--- src/rtl/adc_stream_pkg.sv ---
// adc_stream_pkg: shared definitions for the ADC frame streamer.
//   - FSM state encoding (legacy-compatible localparams)
//   - default frame start marker
//   - frame length and index-width helpers
//   - parameter legality check used at elaboration
package adc_stream_pkg;

  localparam logic [2:0] StIdle     = 3'd0;
  localparam logic [2:0] StCapture  = 3'd1;
  localparam logic [2:0] StLoad     = 3'd2;
  localparam logic [2:0] StSend     = 3'd3;
  localparam logic [2:0] StWaitAck  = 3'd4;
  localparam logic [2:0] StWaitDone = 3'd5;
  localparam logic [2:0] StDone     = 3'd6;

  localparam logic [7:0] DefaultHdrByte = 8'hA5;

  // Header + channel count + 16-bit payload per sample + checksum.
  function automatic int unsigned frame_len(input int unsigned n_ch, input int unsigned depth);
    return 3 + 2 * depth * n_ch;
  endfunction

  // Width of an index over n items; never zero so single-item ranges stay legal.
  function automatic int unsigned idx_w(input int unsigned n);
    return (n > 1) ? $clog2(n) : 1;
  endfunction

  function automatic bit params_legal(input int unsigned n_ch, input int unsigned sample_w,
                                      input int unsigned depth);
    return (n_ch >= 1) && (n_ch <= 8) && (sample_w >= 1) && (sample_w <= 16) &&
           (depth >= 2) && (depth <= 256) && (n_ch * depth <= 32767);
  endfunction

endpackage

--- src/rtl/sample_buffer.sv ---
// sample_buffer: DEPTH x N_CH sample store for one frame.
//   clk_i      system clock
//   we_i       write all channels of wr_data_i into entry wr_set_i
//   wr_set_i   set index being captured
//   wr_data_i  packed raw samples, channel k at [k*SAMPLE_W +: SAMPLE_W]
//   rd_set_i   set index of the byte to read
//   rd_ch_i    channel index of the byte to read
//   rd_half_i  0 = low byte, 1 = high byte of the zero-extended 16-bit sample
//   rd_byte_o  combinational read byte
module sample_buffer
  import adc_stream_pkg::*;
#(
  parameter int unsigned N_CH     = 2,
  parameter int unsigned SAMPLE_W = 12,
  parameter int unsigned DEPTH    = 32
) (
  input  logic                       clk_i,
  input  logic                       we_i,
  input  logic [idx_w(DEPTH)-1:0]    wr_set_i,
  input  logic [N_CH*SAMPLE_W-1:0]   wr_data_i,
  input  logic [idx_w(DEPTH)-1:0]    rd_set_i,
  input  logic [idx_w(N_CH)-1:0]     rd_ch_i,
  input  logic                       rd_half_i,
  output logic [7:0]                 rd_byte_o
);

  localparam int unsigned ChW = idx_w(N_CH);

  // Samples are stored already widened to 16 bits so reads are pure byte selects.
  logic [N_CH*16-1:0] mem_q [DEPTH];
  logic [N_CH*16-1:0] wr_word;
  logic [15:0]        rd_sample;

  always_comb begin
    wr_word = '0;
    for (int k = 0; k < N_CH; k++) begin
      wr_word[k*16 +: 16] = 16'(wr_data_i[k*SAMPLE_W +: SAMPLE_W]);
    end
  end

  // No reset: contents are only read after a full capture has rewritten every entry.
  always_ff @(posedge clk_i) begin
    if (we_i) begin
      mem_q[wr_set_i] <= wr_word;
    end
  end

  always_comb begin
    rd_sample = '0;
    for (int k = 0; k < N_CH; k++) begin
      if (ChW'(k) == rd_ch_i) begin
        rd_sample = mem_q[rd_set_i][k*16 +: 16];
      end
    end
  end

  assign rd_byte_o = rd_half_i ? rd_sample[15:8] : rd_sample[7:0];

endmodule

--- src/rtl/adc_frame_streamer.sv ---
// adc_frame_streamer: captures DEPTH sample sets of N_CH ADC channels and streams them as a
// framed byte packet (header, channel count, payload, checksum) through a uart transmitter.
//   sysclk     system clock
//   rst        synchronous active-high reset
//   start      level capture request (checked in idle and done only)
//   mode       0 = single-shot, 1 = continuous (latched when a capture run begins)
//   sample_en  one-cycle sample strobe
//   adc_data   channel k at [k*SAMPLE_W +: SAMPLE_W]
//   tx_busy    uart busy
//   tx_data    byte to uart
//   tx_wr_en   one-cycle uart write pulse
//   ready      frame complete (held in single-shot, pulsed in continuous)
//   busy       high in any state except idle and done
//   overrun    sticky; strobe seen while transmitting in continuous mode
module adc_frame_streamer
  import adc_stream_pkg::*;
#(
  parameter int unsigned N_CH     = 2,
  parameter int unsigned SAMPLE_W = 12,
  parameter int unsigned DEPTH    = 32,
  parameter logic [7:0]  HDR_BYTE = DefaultHdrByte
) (
  input  logic                     sysclk,
  input  logic                     rst,
  input  logic                     start,
  input  logic                     mode,
  input  logic                     sample_en,
  input  logic [N_CH*SAMPLE_W-1:0] adc_data,
  input  logic                     tx_busy,
  output logic [7:0]               tx_data,
  output logic                     tx_wr_en,
  output logic                     ready,
  output logic                     busy,
  output logic                     overrun
);

  localparam int unsigned FrameLen = frame_len(N_CH, DEPTH);
  localparam int unsigned IdxW     = $clog2(FrameLen);
  localparam int unsigned SetW     = idx_w(DEPTH);
  localparam int unsigned ChW      = idx_w(N_CH);

  localparam logic [IdxW-1:0] LastIdx = IdxW'(FrameLen - 1);
  localparam logic [IdxW-1:0] FirstPl = IdxW'(2);
  localparam logic [SetW-1:0] LastSet = SetW'(DEPTH - 1);
  localparam logic [ChW-1:0]  LastCh  = ChW'(N_CH - 1);

  if (!params_legal(N_CH, SAMPLE_W, DEPTH)) begin : gen_bad_params
    $error("adc_frame_streamer: illegal N_CH/SAMPLE_W/DEPTH combination");
  end

  logic [2:0]      state_q, state_d;
  logic [SetW-1:0] set_cnt_q, set_cnt_d;
  logic [IdxW-1:0] byte_idx_q, byte_idx_d;
  logic [SetW-1:0] rd_set_q, rd_set_d;
  logic [ChW-1:0]  rd_ch_q, rd_ch_d;
  logic            rd_half_q, rd_half_d;
  logic [7:0]      cksum_q, cksum_d;
  logic [7:0]      tx_data_q, tx_data_d;
  logic            tx_wr_en_q, tx_wr_en_d;
  logic            ready_q, ready_d;
  logic            overrun_q, overrun_d;
  logic            mode_q, mode_d;

  logic            buf_we;
  logic [7:0]      buf_byte;
  logic [7:0]      cur_byte;
  logic            xmit_state;

  sample_buffer #(
    .N_CH     (N_CH),
    .SAMPLE_W (SAMPLE_W),
    .DEPTH    (DEPTH)
  ) u_sample_buffer (
    .clk_i     (sysclk),
    .we_i      (buf_we),
    .wr_set_i  (set_cnt_q),
    .wr_data_i (adc_data),
    .rd_set_i  (rd_set_q),
    .rd_ch_i   (rd_ch_q),
    .rd_half_i (rd_half_q),
    .rd_byte_o (buf_byte)
  );

  // Byte at byte_idx_q; payload bytes come from the buffer read pointer, which is
  // stepped in lockstep with byte_idx_q so no divider is needed.
  always_comb begin
    if (byte_idx_q == '0) begin
      cur_byte = HDR_BYTE;
    end else if (byte_idx_q == IdxW'(1)) begin
      cur_byte = 8'(N_CH);
    end else if (byte_idx_q == LastIdx) begin
      cur_byte = cksum_q;
    end else begin
      cur_byte = buf_byte;
    end
  end

  assign xmit_state = (state_q == StLoad) || (state_q == StSend) || (state_q == StWaitAck) ||
                      (state_q == StWaitDone) || (state_q == StDone);

  always_comb begin
    state_d    = state_q;
    set_cnt_d  = set_cnt_q;
    byte_idx_d = byte_idx_q;
    rd_set_d   = rd_set_q;
    rd_ch_d    = rd_ch_q;
    rd_half_d  = rd_half_q;
    cksum_d    = cksum_q;
    tx_data_d  = tx_data_q;
    tx_wr_en_d = 1'b0;
    ready_d    = ready_q;
    overrun_d  = overrun_q;
    mode_d     = mode_q;
    buf_we     = 1'b0;

    if (mode_q && sample_en && xmit_state) begin
      overrun_d = 1'b1;
    end

    case (state_q)
      StIdle: begin
        if (start) begin
          state_d   = StCapture;
          set_cnt_d = '0;
          overrun_d = 1'b0;
          mode_d    = mode;
        end
      end
      StCapture: begin
        if (sample_en) begin
          buf_we = 1'b1;
          if (set_cnt_q == LastSet) begin
            state_d    = StLoad;
            set_cnt_d  = '0;
            byte_idx_d = '0;
            rd_set_d   = '0;
            rd_ch_d    = '0;
            rd_half_d  = 1'b0;
          end else begin
            set_cnt_d = set_cnt_q + 1'b1;
          end
        end
      end
      StLoad: begin
        tx_data_d = cur_byte;
        // Header is excluded from the sum; the checksum byte itself is never summed.
        if (byte_idx_q == '0) begin
          cksum_d = '0;
        end else if (byte_idx_q != LastIdx) begin
          cksum_d = cksum_q + cur_byte;
        end
        state_d = StSend;
      end
      StSend: begin
        if (!tx_busy) begin
          tx_wr_en_d = 1'b1;
          state_d    = StWaitAck;
        end
      end
      StWaitAck: begin
        if (tx_busy) begin
          state_d = StWaitDone;
        end
      end
      StWaitDone: begin
        if (!tx_busy) begin
          if (byte_idx_q == LastIdx) begin
            state_d = StDone;
            ready_d = 1'b1;
          end else begin
            state_d    = StLoad;
            byte_idx_d = byte_idx_q + 1'b1;
            if (byte_idx_q >= FirstPl) begin
              // Step read pointer: low byte -> high byte -> next channel -> next set.
              if (!rd_half_q) begin
                rd_half_d = 1'b1;
              end else begin
                rd_half_d = 1'b0;
                if (rd_ch_q == LastCh) begin
                  rd_ch_d  = '0;
                  rd_set_d = (rd_set_q == LastSet) ? '0 : rd_set_q + 1'b1;
                end else begin
                  rd_ch_d = rd_ch_q + 1'b1;
                end
              end
            end
          end
        end
      end
      StDone: begin
        if (!mode_q) begin
          if (!start) begin
            state_d = StIdle;
            ready_d = 1'b0;
          end
        end else begin
          ready_d = 1'b0;
          if (start) begin
            state_d   = StCapture;
            set_cnt_d = '0;
          end else begin
            state_d = StIdle;
          end
        end
      end
      default: begin
        state_d = StIdle;
      end
    endcase
  end

  always_ff @(posedge sysclk) begin
    if (rst) begin
      state_q    <= StIdle;
      set_cnt_q  <= '0;
      byte_idx_q <= '0;
      rd_set_q   <= '0;
      rd_ch_q    <= '0;
      rd_half_q  <= 1'b0;
      cksum_q    <= '0;
      tx_data_q  <= '0;
      tx_wr_en_q <= 1'b0;
      ready_q    <= 1'b0;
      overrun_q  <= 1'b0;
      mode_q     <= 1'b0;
    end else begin
      state_q    <= state_d;
      set_cnt_q  <= set_cnt_d;
      byte_idx_q <= byte_idx_d;
      rd_set_q   <= rd_set_d;
      rd_ch_q    <= rd_ch_d;
      rd_half_q  <= rd_half_d;
      cksum_q    <= cksum_d;
      tx_data_q  <= tx_data_d;
      tx_wr_en_q <= tx_wr_en_d;
      ready_q    <= ready_d;
      overrun_q  <= overrun_d;
      mode_q     <= mode_d;
    end
  end

  assign tx_data  = tx_data_q;
  assign tx_wr_en = tx_wr_en_q;
  assign ready    = ready_q;
  assign overrun  = overrun_q;
  assign busy     = (state_q != StIdle) && (state_q != StDone);

endmodule

--- config.mk ---
export PLATFORM = sky130hd
export DESIGN_NAME = adc_frame_streamer
export DESIGN_NICKNAME = d
export VERILOG_FILES = /design/src/rtl/adc_stream_pkg.sv /design/src/rtl/sample_buffer.sv /design/src/rtl/adc_frame_streamer.sv
export SDC_FILE = /design/constraint.sdc
export NUM_CORES = 1
export LEC_CHECK = 0
export ABC_AREA = 1
export CAP_MARGIN = 20
export CORE_MARGIN = 10
export CORE_UTILIZATION = 50
export DETAILED_ROUTE_END_ITERATION = 10
export DONT_BUFFER_PORTS = 1
export SYNTH_ARGS = -nofsm -noshare
export SYNTH_HDL_FRONTEND = slang
export SYNTH_SLANG_ARGS = --single-unit
--- constraint.sdc ---
create_clock -name sysclk -period 4.6 [get_ports sysclk]
set_input_delay 0.46 -clock sysclk [delete_from_list [all_inputs] [get_ports sysclk]]
set_output_delay 0.46 -clock sysclk [all_outputs]
set_load 0.1 [all_outputs]
### Yosys cells after proc, flatten, opt, wreduce, memory -nomap -nowiden

Memories as Yosys holds them, arrays and structs flattened. A register that Yosys moved wholly into a read port is not among the register bits.
Index checks and enable logic that the tools add are counted.

* div/mod/pow operators: 0
* shift-type cells: 0
* muxes and demuxes: 65
* equality and inequality tests: 25
* $mul: 0
* reduce and logical (&&, ||, !) cells: 24
* add/sub/neg operators: 5
* bitwise operators: 1
* $lt $le $gt $ge: 1

Operators by type and width (number)
* $mux 8: 10
* $mux 5: 14
* $mux 3: 9
* $mux 1: 24
* $ne 2x2->1 const B: 11
* $pmux 3 s7: 1
* $mux 16: 1
* $pmux 8 s2: 1
* $pmux 5 s3: 1
* $reduce_and 7->1: 2
* $add 5x1->5 const B: 2
* $eq 5x5->1 const B: 2
* $pmux 5 s2: 1
* $eq 3x3->1 const B: 3
* $add 8x1->8 const B: 1
* $add 8x8->8: 1
* $eq 8x1->1 const B: 1
* $eq 8x8->1 const B: 1
* $ge 8x2->1 const B: 1
* $logic_not 8->1: 1
* $ne 8x8->1 const B: 1
* $reduce_and 8->1: 1
* $eq 3x2->1 const B: 2
* $ne 3x3->1 const B: 2
* other kinds (16): 27

* output and inout bits: 12
* input bits: 30
* logic and storage cells: 134
* flip-flop bits (word level): 43
* latch bits: 0
* ROM bits: 0
* RAM bits: 768
* memories: 1

Memories
* u_sample_buffer.mem_q: depth 32, width 24, read ports 1, clocked after memory_dff 1, write ports 1, RTL line sample_buffer.sv:30 `logic [N_CH*16-1:0] mem_q [DEPTH];`

### Logic depth before layout (Yosys ltp)

Gate-level depths: netlist of the first run.

* depth after elaboration: 10
* gate-level depth with buffers: 27

### Modules after synthesis

From an unflattened synthesis of the first run, not the netlist that was laid out.

* cell total of the unflattened synthesis: 2970
* area, all modules: 33804.9 um2

By module, submodules not included
* sample_buffer: cells each 2590, instances 1, seq. area each 23062.1 um2, area each 31207.4 um2
* adc_frame_streamer: cells each 380, instances 1, seq. area each 860.8 um2, area each 2597.5 um2

### Worst setup path before layout of the first run

OpenSTA, ideal clock, no wires.

* path kind: register to register
* start: register byte_idx_q[0]
* end: register cksum_q[6]
* period minus slack after synthesis: 3130 ps
* path slack: 1470 ps
* cell stages (with the launch flop): 20
* library setup time: 134 ps
* data required time: 4466 ps
* data arrival time: 2996 ps
* path through: dfxtp_1 inv_1 ha_1 inv_1 nor4_4 nor2_1 nand2_1 nand2_1 o21ai_1 nand2_1 ha_1 fa_1 a31oi_1 inv_1 nand2_1 nand2_1 a21o_1 o21ai_0 a21o_1 a21oi_1

* longest elaborated chain between the ends: 7
* elaborated cells on any way between the ends: 12
* those cells by class: add/sub: 1; eq/ne: 3; mux: 5; reduce/logical: 3

RTL lines
* from (decl): RTL line adc_frame_streamer.sv:53 `logic [IdxW-1:0] byte_idx_q, byte_idx_d;`
* from (signal assigned): RTL line adc_frame_streamer.sv:229 `byte_idx_q <= byte_idx_d;`
* $eq 8x8->1: RTL line adc_frame_streamer.sv:91 `end else if (byte_idx_q == LastIdx) begin`
* $mux 8: RTL line adc_frame_streamer.sv:91
* $mux 8: RTL line adc_frame_streamer.sv:89 `end else if (byte_idx_q == IdxW'(1)) begin`
* $mux 8 *: RTL line adc_frame_streamer.sv:87 `if (byte_idx_q == '0) begin`
* via cur_byte[0]: RTL line adc_frame_streamer.sv:66 `logic [7:0] cur_byte;`
* $add 8x8->8 *: RTL line adc_frame_streamer.sv:150 `cksum_d = cksum_q + cur_byte;`
* $mux 8 *: RTL line adc_frame_streamer.sv:149 `end else if (byte_idx_q != LastIdx) begin`
* $mux 8 *: RTL line adc_frame_streamer.sv:147 `if (byte_idx_q == '0) begin`
* to (signal assigned): RTL line adc_frame_streamer.sv:233 `cksum_q <= cksum_d;`
* to (decl): RTL line adc_frame_streamer.sv:57 `logic [7:0] cksum_q, cksum_d;`

The timed path passes the listed nets; every way through them passes the cells marked *. The select of a mux whose other input is x is not followed.
A chain may end at the register's enable or synchronous reset.

==> results of run 1 <==
Yosys cell counts, types with 18 or more instances:
cell type,count
a21oi_1,67
buf_2,88
buf_4,19
clkbuf_1,45
dfxtp_1,48
edfxtp_1,768
ha_1,18
inv_1,46
nand2_1,995
nand3_1,594
nor2_1,95
o21ai_0,49
worst max-delay path, cell delays in order, from the launching register on:
cell     delay, ps
dfxtp_4        420
inv_4          710
buf_4          480
nand3_1        130
nand2_1         80
nand2_1         50
nand3_1         90
nand3_1         80
nand2_1        140
nand2_1         80
nand3_1         80
nand2_1         70
nand2_1         80
ha_1           290
a21oi_1        140
nand2_1        110
a21oi_1        140
o21ai_0        120
or2_2          290
nand3_1         70
a21oi_1         50
kinds of logic (layout without fill, tap and decap cells):
group,Yosys count,after routing,synth area share [%]
xor+xnor,4,4,0.104
simple gates,1725,1725,21.9
other cells,0,1,0
flops,816,816,71.4
mux,1,1,0.0297
buf+inv,227,333,3.15
compound gates,160,160,2.67
fa+ha+maj,19,19,0.729
power breakdown:
group          internal, W  switching (W)  total (W)
Clock              0.00385        0.00280    0.00666
Sequential         0.00828       0.000283    0.00856
Combinational     0.000865        0.00211    0.00298
Total               0.0130        0.00520     0.0182
per-stage QoR:
| stage | power (W) | util (%) | setup slack [ps] |
|---|---|---|---|
| 6_report | 0.0182 | 57.3 | 673 |
| 2_1_floorplan | 0.0106 | - | 1470 |
| 3_3_place_gp | 0.0115 | 52.3 | 770 |
| 3_5_place_dp | 0.0115 | 52.3 | 779 |
| 4_1_cts | 0.0182 | 56.8 | 727 |
| 5_1_grt | 0.0189 | 57.3 | 391 |
area by class of cell:
type / instances / area (µm²) / area share (%)
antenna: 1 / 2.50 / 0.00653
clock buffer: 107 / 2280 / 5.96
clock inverter: 48 / 397 / 1.03
inverter: 59 / 243 / 0.633
multi-input combinational: 1909 / 8810 / 23.0
sequential: 816 / 24000 / 62.7
tap: 873 / 1090 / 2.85
timing repair buffer: 119 / 1460 / 3.81
sequential cells by signal, summed over array words and instances (netlist names), named ones only:
name and flops:
rd_set_q 5, tx_data 8, mode_q 1, ready 1
u_sample_buffer.mem_q 768, cksum_q 8, tx_wr_en 1, rd_half_q 1
overrun 1, state_q 3, byte_idx_q 8, rd_ch_q 1
set_cnt_q 5
worst min path at each step:
stage | to | slack [ps] | startpoint
2_1_floorplan | byte_idx_q[6] | 460 | byte_idx_q[6]
4_1_cts | mode_q | 9 | start
3_3_place_gp | flip-flop | 460 | rd_set_q[3]
5_1_grt | mode_q | 40 | start
3_5_place_dp | flip-flop | 470 | rd_set_q[3]
6_report | mode_q | 30 | start
layer usage:
metal  routed length, µm  global-route usage, %
met1               39600                   32.1
met2               44900                   38.5
met4                2210                   7.28
met3                5800                   2.92
met5                   0                      0
==> qor.csv, run 1 <==
metric,value,unit
run status,completed,
Slew @ Worst Pin,1170,ps
final setup fails,0,
Ports,42,
top post-synthesis cells by area,"edfxtp_1 (69%), nand2_1 (11%), nand3_1 (8.8%), dfxtp_1 (2.9%), buf_2 (1.3%)",
Syn-to-layout area delta,13.9,%
hold depth,2,
Max Buffers Root-to-Sink,3,
GPL Wtd Cong,0.848,
initial antenna violation count,1,
max-cap violations,0,
hold slack final,29.8,ps
TritonCTS clock tree,built,
post-route DRC violation count,0,
Die Y,279,µm
Inst Count DP,3735,
DP Area,35000,µm²
number of global-route vias before repair,21507,
post-synthesis cell area,33700,µm²
design area,38300,µm²
Clock Tree Root,clkbuf_16,
Port Buf Inserts,0,
share of the synthesized area in the top cell type,68.5,%
setup_tns,0,ps
reg-to-reg endpoint,cksum_q[5],
CTS Sinks,816,
"EDFF count, synth",768,
first-pass GRT wire length,138000,µm
#FFs+latches synth,816,
Max IR drop VDD,0.320,mV
DP Wirelength,50300,µm
Worst setup endpoint,cksum_q[5],
Starting DRT DRC Count,2453,
proportion of synthesized chip area in sequential cells,71.4,%
Initial Util,50.3,%
Power Density,475,nW/µm²
type of origin of the critical path,flip-flop,
HP Class,input port to flip-flop,
clk slew on worst S/H paths,60,ps
"commonest non-fill, non-tap cell in the layout",nand2_1,
H-tree levels,3,
Leak,13.7,nW
most frequent cells in the layout,"nand2_1 (995), edfxtp_1 (768), nand3_1 (594)",
Slew Limit Headroom,22.0,%
WP data required,5070,ps
Max Slew Vio Count,0,
WL/cell,23.5,µm
Reg2Reg Setup Slack,670,ps
CP arrival,4390,ps
"area leader, netlist",edfxtp_1,
RSZ-0062 raised after global routing,false,
FMAX,0.255,GHz
Fillers,5405,
worst setup path class,flip-flop to flip-flop,
Critical Path Sink Type,flip-flop,
synth unique cells,47,
Core Area,66900,µm²
Cells after Synth,2952,
Num CTS Buffers,85,
Mapped Nets,3001,
crit-path max FO,64,
Row Count,95,
total die area,78100,µm²
clock latency on the worst-skew pair,640,ps
hold bufs inserted after CTS,26,
share of layout cells above drive strength 1,9.35,%
Synth warnings,0,
GR Overflow Total,0,
vias,22646,
Chip Width,279,µm
Via-to-Cell Ratio,5.76,
minimum clock period,3930,ps
Setup Skew,20.4,ps
final period utilization,85.4,%
syn_area_per_cell,11.4,µm²
post-route insts no fill,3932,
final net count,3039,
top_reg_cell synth,edfxtp_1,
Worst R2R Path Depth,20,
share of flip-flops with an asynchronous set or reset,0,%
GRT Util Overall,23.4,%
largest net degree at the start of global routing,159,
post-CTS setup repair buffer count,0,
final hold vios,0,
# resized after CTS,0,
1st-pass router iterations,5,
"wirelength, routed",92400,µm
ANT nets after route,0,
Note: power is estimated with default switching activity, not from simulation.
==> inputs of run 2 (changes only) <==
Settings changed: CELL_PAD_IN_SITES_DETAIL_PLACEMENT set to 0, CELL_PAD_IN_SITES_GLOBAL_PLACEMENT set to 1, PLACE_DENSITY set to 0.79.
==> run 2 against run 1 <==
Sequential power barely moved. Clock power up 2%. Non-clock buffer count stayed put. Fmax shrank 0.12%. Critical endpoint is now cksum_q[6]. Critical path depth grew 4. Final area is essentially flat. Die area is the same. Highest routed layer is now met5. Flip-flop and latch count did not move. First-iteration DRC count up 18%. Clock-buffer cell count down 3. Combinational power about the same. Core utilization about the same.
==> qor.csv, run 2 (synthesis results as in run 1) <==
metric,value,unit,change
Biggest register,u_sample_buffer.mem_q,,unchanged
minimum clock period,3930,ps,about the same
Max Slew Vio Count,0,,unchanged
setup_tns,0,ps,unchanged
max reg flops,768,,unchanged
WP data required,5060,ps,was 5070 ps
Slew Limit Headroom,23.1,%,was 22.0%
reg-to-reg endpoint,cksum_q[6],,was cksum_q[5]
RSZ-0062 raised after global routing,false,,unchanged
Slew @ Worst Pin,1150,ps,was 1170 ps
hold endpoint,mode_q,,unchanged
final hold vios,0,,unchanged
Row Count,95,,unchanged
H-tree levels,3,,unchanged
Power Density,477,nW/µm²,was 475 nW/µm²
WL/cell,23.9,µm,was 23.5 µm
Reg2Reg Setup Slack,670,ps,about the same
GRT Util Overall,23.8,%,was 23.4%
clk slew on worst S/H paths,60,ps,about the same
Hold Startpoint,start,,unchanged
Num CTS Buffers,84,,was 85
Leak,13.7,nW,about the same
1st-pass router iterations,6,,was 5
run status,completed,,unchanged
type of origin of the critical path,flip-flop,,unchanged
Critical Path Sink Type,flip-flop,,unchanged
Max IR drop VDD,0.306,mV,was 0.320 mV
Chip Width,279,µm,unchanged
Worst R2R Path Depth,24,,was 20
clock latency on the worst-skew pair,630,ps,was 640 ps
GPL Wtd Cong,0.885,,was 0.848
Syn-to-layout area delta,13.8,%,was 13.9%
share of layout cells above drive strength 1,9.40,%,was 9.35%
Die Y,279,µm,unchanged
"wirelength, routed",93800,µm,was 92400 µm
Core Area,66900,µm²,unchanged
CP arrival,4390,ps,about the same
"commonest non-fill, non-tap cell in the layout",nand2_1,,unchanged
post-route DRC violation count,0,,unchanged
final period utilization,85.5,%,was 85.4%
hold depth,2,,unchanged
final net count,3038,,was 3039
Initial Util,50.3,%,unchanged
Fillers,5427,,was 5405
initial antenna violation count,3,,was 1
Placement Setup Slack,824,ps,was 779 ps
DP Wirelength,50200,µm,was 50300 µm
final setup fails,0,,unchanged
Setup Skew,15.8,ps,was 20.4 ps
first-pass GRT wire length,139000,µm,was 138000 µm
total die area,78100,µm²,unchanged
max-cap violations,0,,unchanged
worst setup path class,flip-flop to flip-flop,,unchanged
crit-path max FO,69,,was 64
GR Overflow Total,0,,unchanged
Ports,42,,unchanged
TritonCTS clock tree,built,,unchanged
Max Buffers Root-to-Sink,3,,unchanged
most frequent cells in the layout,"nand2_1 (995), edfxtp_1 (768), nand3_1 (594)",,unchanged
CTS Sinks,816,,unchanged
ANT nets after route,0,,unchanged
Port Buf Inserts,0,,unchanged
largest net degree at the start of global routing,161,,was 159
Starting DRT DRC Count,2886,,was 2453
Final Worst Setup Slack,669,ps,was 673 ps
FMAX,0.254,GHz,was 0.255 GHz
number of global-route vias before repair,21953,,was 21507
Via-to-Cell Ratio,5.84,,was 5.76
HP Class,input port to flip-flop,,unchanged
post-CTS setup repair buffer count,0,,unchanged
vias,22948,,was 22646
Clock Tree Root,clkbuf_16,,unchanged
# resized after CTS,0,,unchanged
-- run 2: cell types whose count changed in the layout (fill, tap and decap cells not counted), moves of 4 or more --
| cell | previous run | this run |
|---|---|---|
| clkbuf_16 | 95 | 88 |
| buf_4 | 57 | 61 |
| buf_16 | 3 | 9 |
| buf_12 | 23 | 17 |
-- run 2: timing repair --
action,CTS,global route
hold endpoints to repair,791,0
hold buffers,26,0
endpoints found under the setup margin,0,0
-- run 2: worst max-delay path by stage --
| stage | endpoint | slack [ps] | depth (start not counted) |
|---|---|---|---|
| final | cksum_q[6] | 670 | 24 |
| after global routing | cksum_q[6] | 380 | 24 |
| after CTS | cksum_q[6] | 760 | 24 |
| after detailed placement | cksum_q[6] | 820 | 24 |
| after global placement | cksum_q[6] | 900 | 24 |
| after floorplan | cksum_q[6] | 1470 | 19 |
-- run 2: where the power goes --
| part | internal [W] | total, W | switching (W) |
|---|---|---|---|
| combinational | 0.000890 | 0.00298 | 0.00209 |
| clock | 0.00397 | 0.00676 | 0.00279 |
| sequential | 0.00828 | 0.00854 | 0.000266 |
| total | 0.0131 | 0.0183 | 0.00515 |
-- run 2: worst max-delay path, cell delays in order, from the launching register on --
cell and delay (ps):
dfxtp_4 420, buf_4 600, nand2_1 100, nand3_1 120, nand3_1 120, nand2_1 130
nand2_1 60, nand3_1 80, nand3_1 120, nand2_1 170, nand2_1 70, nand3_1 130
nand2_1 140, inv_1 90, ha_1 290, nand2_1 90, nand2_1 50, a31oi_1 220
inv_1 80, nand2_1 90, nand2_1 50, a21o_1 160, o21ai_0 140, a21o_1 100
a21oi_1 50
-- run 2: metrics by stage --
step                      area (µm²)  total power (W)  cells  hold slack [ps]  util, %
final                          38300           0.0183   3931             34.5     57.3
after global routing           38300           0.0190   3928             59.1     57.2
after CTS                      37900           0.0183   3910             9.00     56.7
after detailed placement       34900           0.0115   3733              474     52.2
after global placement         34900           0.0115   3733              457     52.2
after floorplan                33700           0.0106   2952              457        -
-- run 2: final cells by class --
type | instances | area (µm²) | area share (%)
Antenna cell | 4 | 10.0 | 0.0261
Clock buffer | 104 | 2250 | 5.88
Clock inverter | 47 | 457 | 1.19
Inverter | 59 | 243 | 0.634
Multi-Input combinational cell | 1909 | 8810 | 23.0
Sequential cell | 816 | 24000 | 62.7
Tap cell | 873 | 1090 | 2.85
Timing Repair Buffer | 119 | 1410 | 3.69
-- run 2: routing by layer --
layer  global-route usage [%]  part of all wire, %  vias up
met2                     38.5                   47     1049
met1                     31.8                   41    11242
met4                     8.69                  3.7        4
met3                     4.59                  8.8      200
met5                        0                0.015        -
li1                         -                    -    10453
==> inputs of run 3 (changes only) <==
Settings changed: CTS_BUF_LIST set to sky130_fd_sc_hd__clkbuf_8.
==> run 3 against run 2 <==
Flip-flop and latch count is the same. Power fell by 4.3%. Hold slack improved by 33 ps. Core utilization fell by 0.27 points. Die area unchanged. Final area decreased by 0.47%. Worst setup slack lost 34 ps. Critical path type unchanged.
==> qor.csv, run 3 (synthesis results as in run 1) <==
metric,value,unit,change
H-tree levels,4,,was 3
Power Density,459,nW/µm²,was 477 nW/µm²
worst setup path class,flip-flop to flip-flop,,unchanged
Global Route met3 Usage,4.50,%,was 4.59%
GRT Max-Usage Layer,met2,,unchanged
HP Class,input port to flip-flop,,unchanged
final net count,3095,,was 3038
Final Worst Setup Slack,635,ps,was 669 ps
cell mode on critical path,nand2_1,,unchanged
clk slew on worst S/H paths,60,ps,about the same
Starting DRT DRC Count,2738,,was 2886
Leak,13.8,nW,was 13.7 nW
Placement Setup Slack,824,ps,unchanged
final hold vios,0,,unchanged
hold bufs inserted after CTS,32,,was 26
Ports,42,,unchanged
Clock Tree Root,clkbuf_8,,was clkbuf_16
Max Buffers Root-to-Sink,3,,unchanged
Setup Skew,37.4,ps,was 15.8 ps
Hold Startpoint,tx_busy,,was start
total die area,78100,µm²,unchanged
1st-pass router iterations,5,,was 6
Die Y,279,µm,unchanged
most frequent cells in the layout,"nand2_1 (995), edfxtp_1 (768), nand3_1 (594)",,unchanged
Slew Limit Headroom,24.0,%,was 23.1%
"slowest stage delay, CP",610,ps,was 600 ps
post-route DRC violation count,0,,unchanged
minimum clock period,3970,ps,was 3930 ps
final setup fails,0,,unchanged
Fillers,5525,,was 5427
number of global-route vias before repair,22464,,was 21953
# resized after CTS,0,,unchanged
Core Area,66900,µm²,unchanged
Via-to-Cell Ratio,5.78,,was 5.84
Chip Width,279,µm,unchanged
clock latency on the worst-skew pair,800,ps,was 630 ps
GR Layer Usage met2,38.8,%,was 38.5%
Row Count,95,,unchanged
final period utilization,86.2,%,was 85.5%
WP data required,5220,ps,was 5060 ps
initial antenna violation count,4,,was 3
Biggest register,u_sample_buffer.mem_q,,unchanged
FMAX,0.252,GHz,was 0.254 GHz
type of origin of the critical path,flip-flop,,unchanged
DP Wirelength,50200,µm,unchanged
setup_tns,0,ps,unchanged
"Critical Path, Cell by Cell",buf_4 -> nand2_1 -> nand3_1 -> nand3_1 -> nand2_1 -> nand2_1 -> nand3_1 -> nand3_1 -> nand2_1 -> nand2_1 -> nand3_1 -> nand2_1 -> inv_1 -> ha_1 -> nand2_1 -> nand2_1 -> a31oi_1 -> inv_1 -> nand2_1 -> nand2_1 -> a21o_1 -> o21ai_0 -> a21o_1 -> a21oi_1,,unchanged
GRT Util Overall,24.1,%,was 23.8%
run status,completed,,unchanged
GR Overflow Total,0,,unchanged
Max IR drop VDD,0.304,mV,was 0.306 mV
RSZ-0062 raised after global routing,false,,unchanged
max reg flops,768,,unchanged
met1 global-route usage,32.0,%,was 31.8%
ANT nets after route,0,,unchanged
Initial Util,50.3,%,unchanged
max-cap violations,0,,unchanged
Util after Layout,57.0,%,was 57.3%
share of layout cells above drive strength 1,10.5,%,was 9.40%
post-route insts no fill,4022,,was 3931
GPL Wtd Cong,0.885,,unchanged
Syn-to-layout area delta,13.3,%,was 13.8%
post-CTS setup repair buffer count,0,,unchanged
crit-path max FO,69,,unchanged
Port Buf Inserts,0,,unchanged
largest net degree at the start of global routing,161,,unchanged
Inst Count DP,3733,,unchanged
CTS Sinks,816,,unchanged
Critical Path Sink Type,flip-flop,,unchanged
Pwr Total,0.0175,W,was 0.0183 W
TritonCTS clock tree,built,,unchanged
WL/cell,23.5,µm,was 23.9 µm
first-pass GRT wire length,141000,µm,was 139000 µm
CP arrival,4590,ps,was 4390 ps
vias,23267,,was 22948
Slew @ Worst Pin,1140,ps,was 1150 ps
Max Slew Vio Count,0,,unchanged
"wirelength, routed",94500,µm,was 93800 µm
Num CTS Buffers,136,,was 84
Worst path slowest cell,buf_4,,unchanged
"commonest non-fill, non-tap cell in the layout",nand2_1,,unchanged
run 3: metal layers:
metal  vias up  wire (µm)
met4         4       3040
met5         -         14
met1     11481      39000
met2      1004      44900
li1      10581          -
met3       197       7610
run 3: path summary, 6_finish.rpt:
path	to	slack [ps]	depth (start not counted)
hold reg to reg	flip-flop	490	2
setup reg to reg	cksum_q[6]	630	24
setup / recovery	cksum_q[6]	630	24
hold / removal	ready	70	4
run 3: final cells by class:
| class | instances | area [µm²] | share of cell area (%) |
|---|---|---|---|
| clock buffer | 141 | 1940 | 5.09 |
| multi-input combinational | 1909 | 8810 | 23.1 |
| timing repair buffer | 124 | 1450 | 3.81 |
| sequential | 816 | 24000 | 63.0 |
| inverter | 59 | 243 | 0.637 |
| clock inverter | 98 | 552 | 1.45 |
| antenna | 2 | 5.00 | 0.0131 |
| tap | 873 | 1090 | 2.86 |
run 3: power breakdown:
part           switching [W]  total, W  leakage (nW)  internal (W)
registers           0.000266   0.00854          7.30       0.00828
clock network        0.00285   0.00597          1.44       0.00312
logic                0.00209   0.00298          5.07      0.000892
total                0.00520    0.0175          13.8        0.0123
run 3: metrics by stage:
stage / hold slack, ps / cell area, µm²
3_5_place_dp: 474 / 34900
2_1_floorplan: 457 / 33700
5_1_grt: 81.1 / 38100
6_report: 67.4 / 38100
4_1_cts: 1.38 / 37800
3_3_place_gp: 457 / 34900
run 3: worst max-delay path: cells and delay by family (launching register included):
| family | cells | cell delay, ps |
|---|---|---|
| and+or+nand+nor | 15 | 1540 |
| buffers and inverters | 3 | 800 |
| AOI/OAI and AO/OA | 5 | 690 |
| DFF | 1 | 420 |
| adders and majority gates | 1 | 290 |
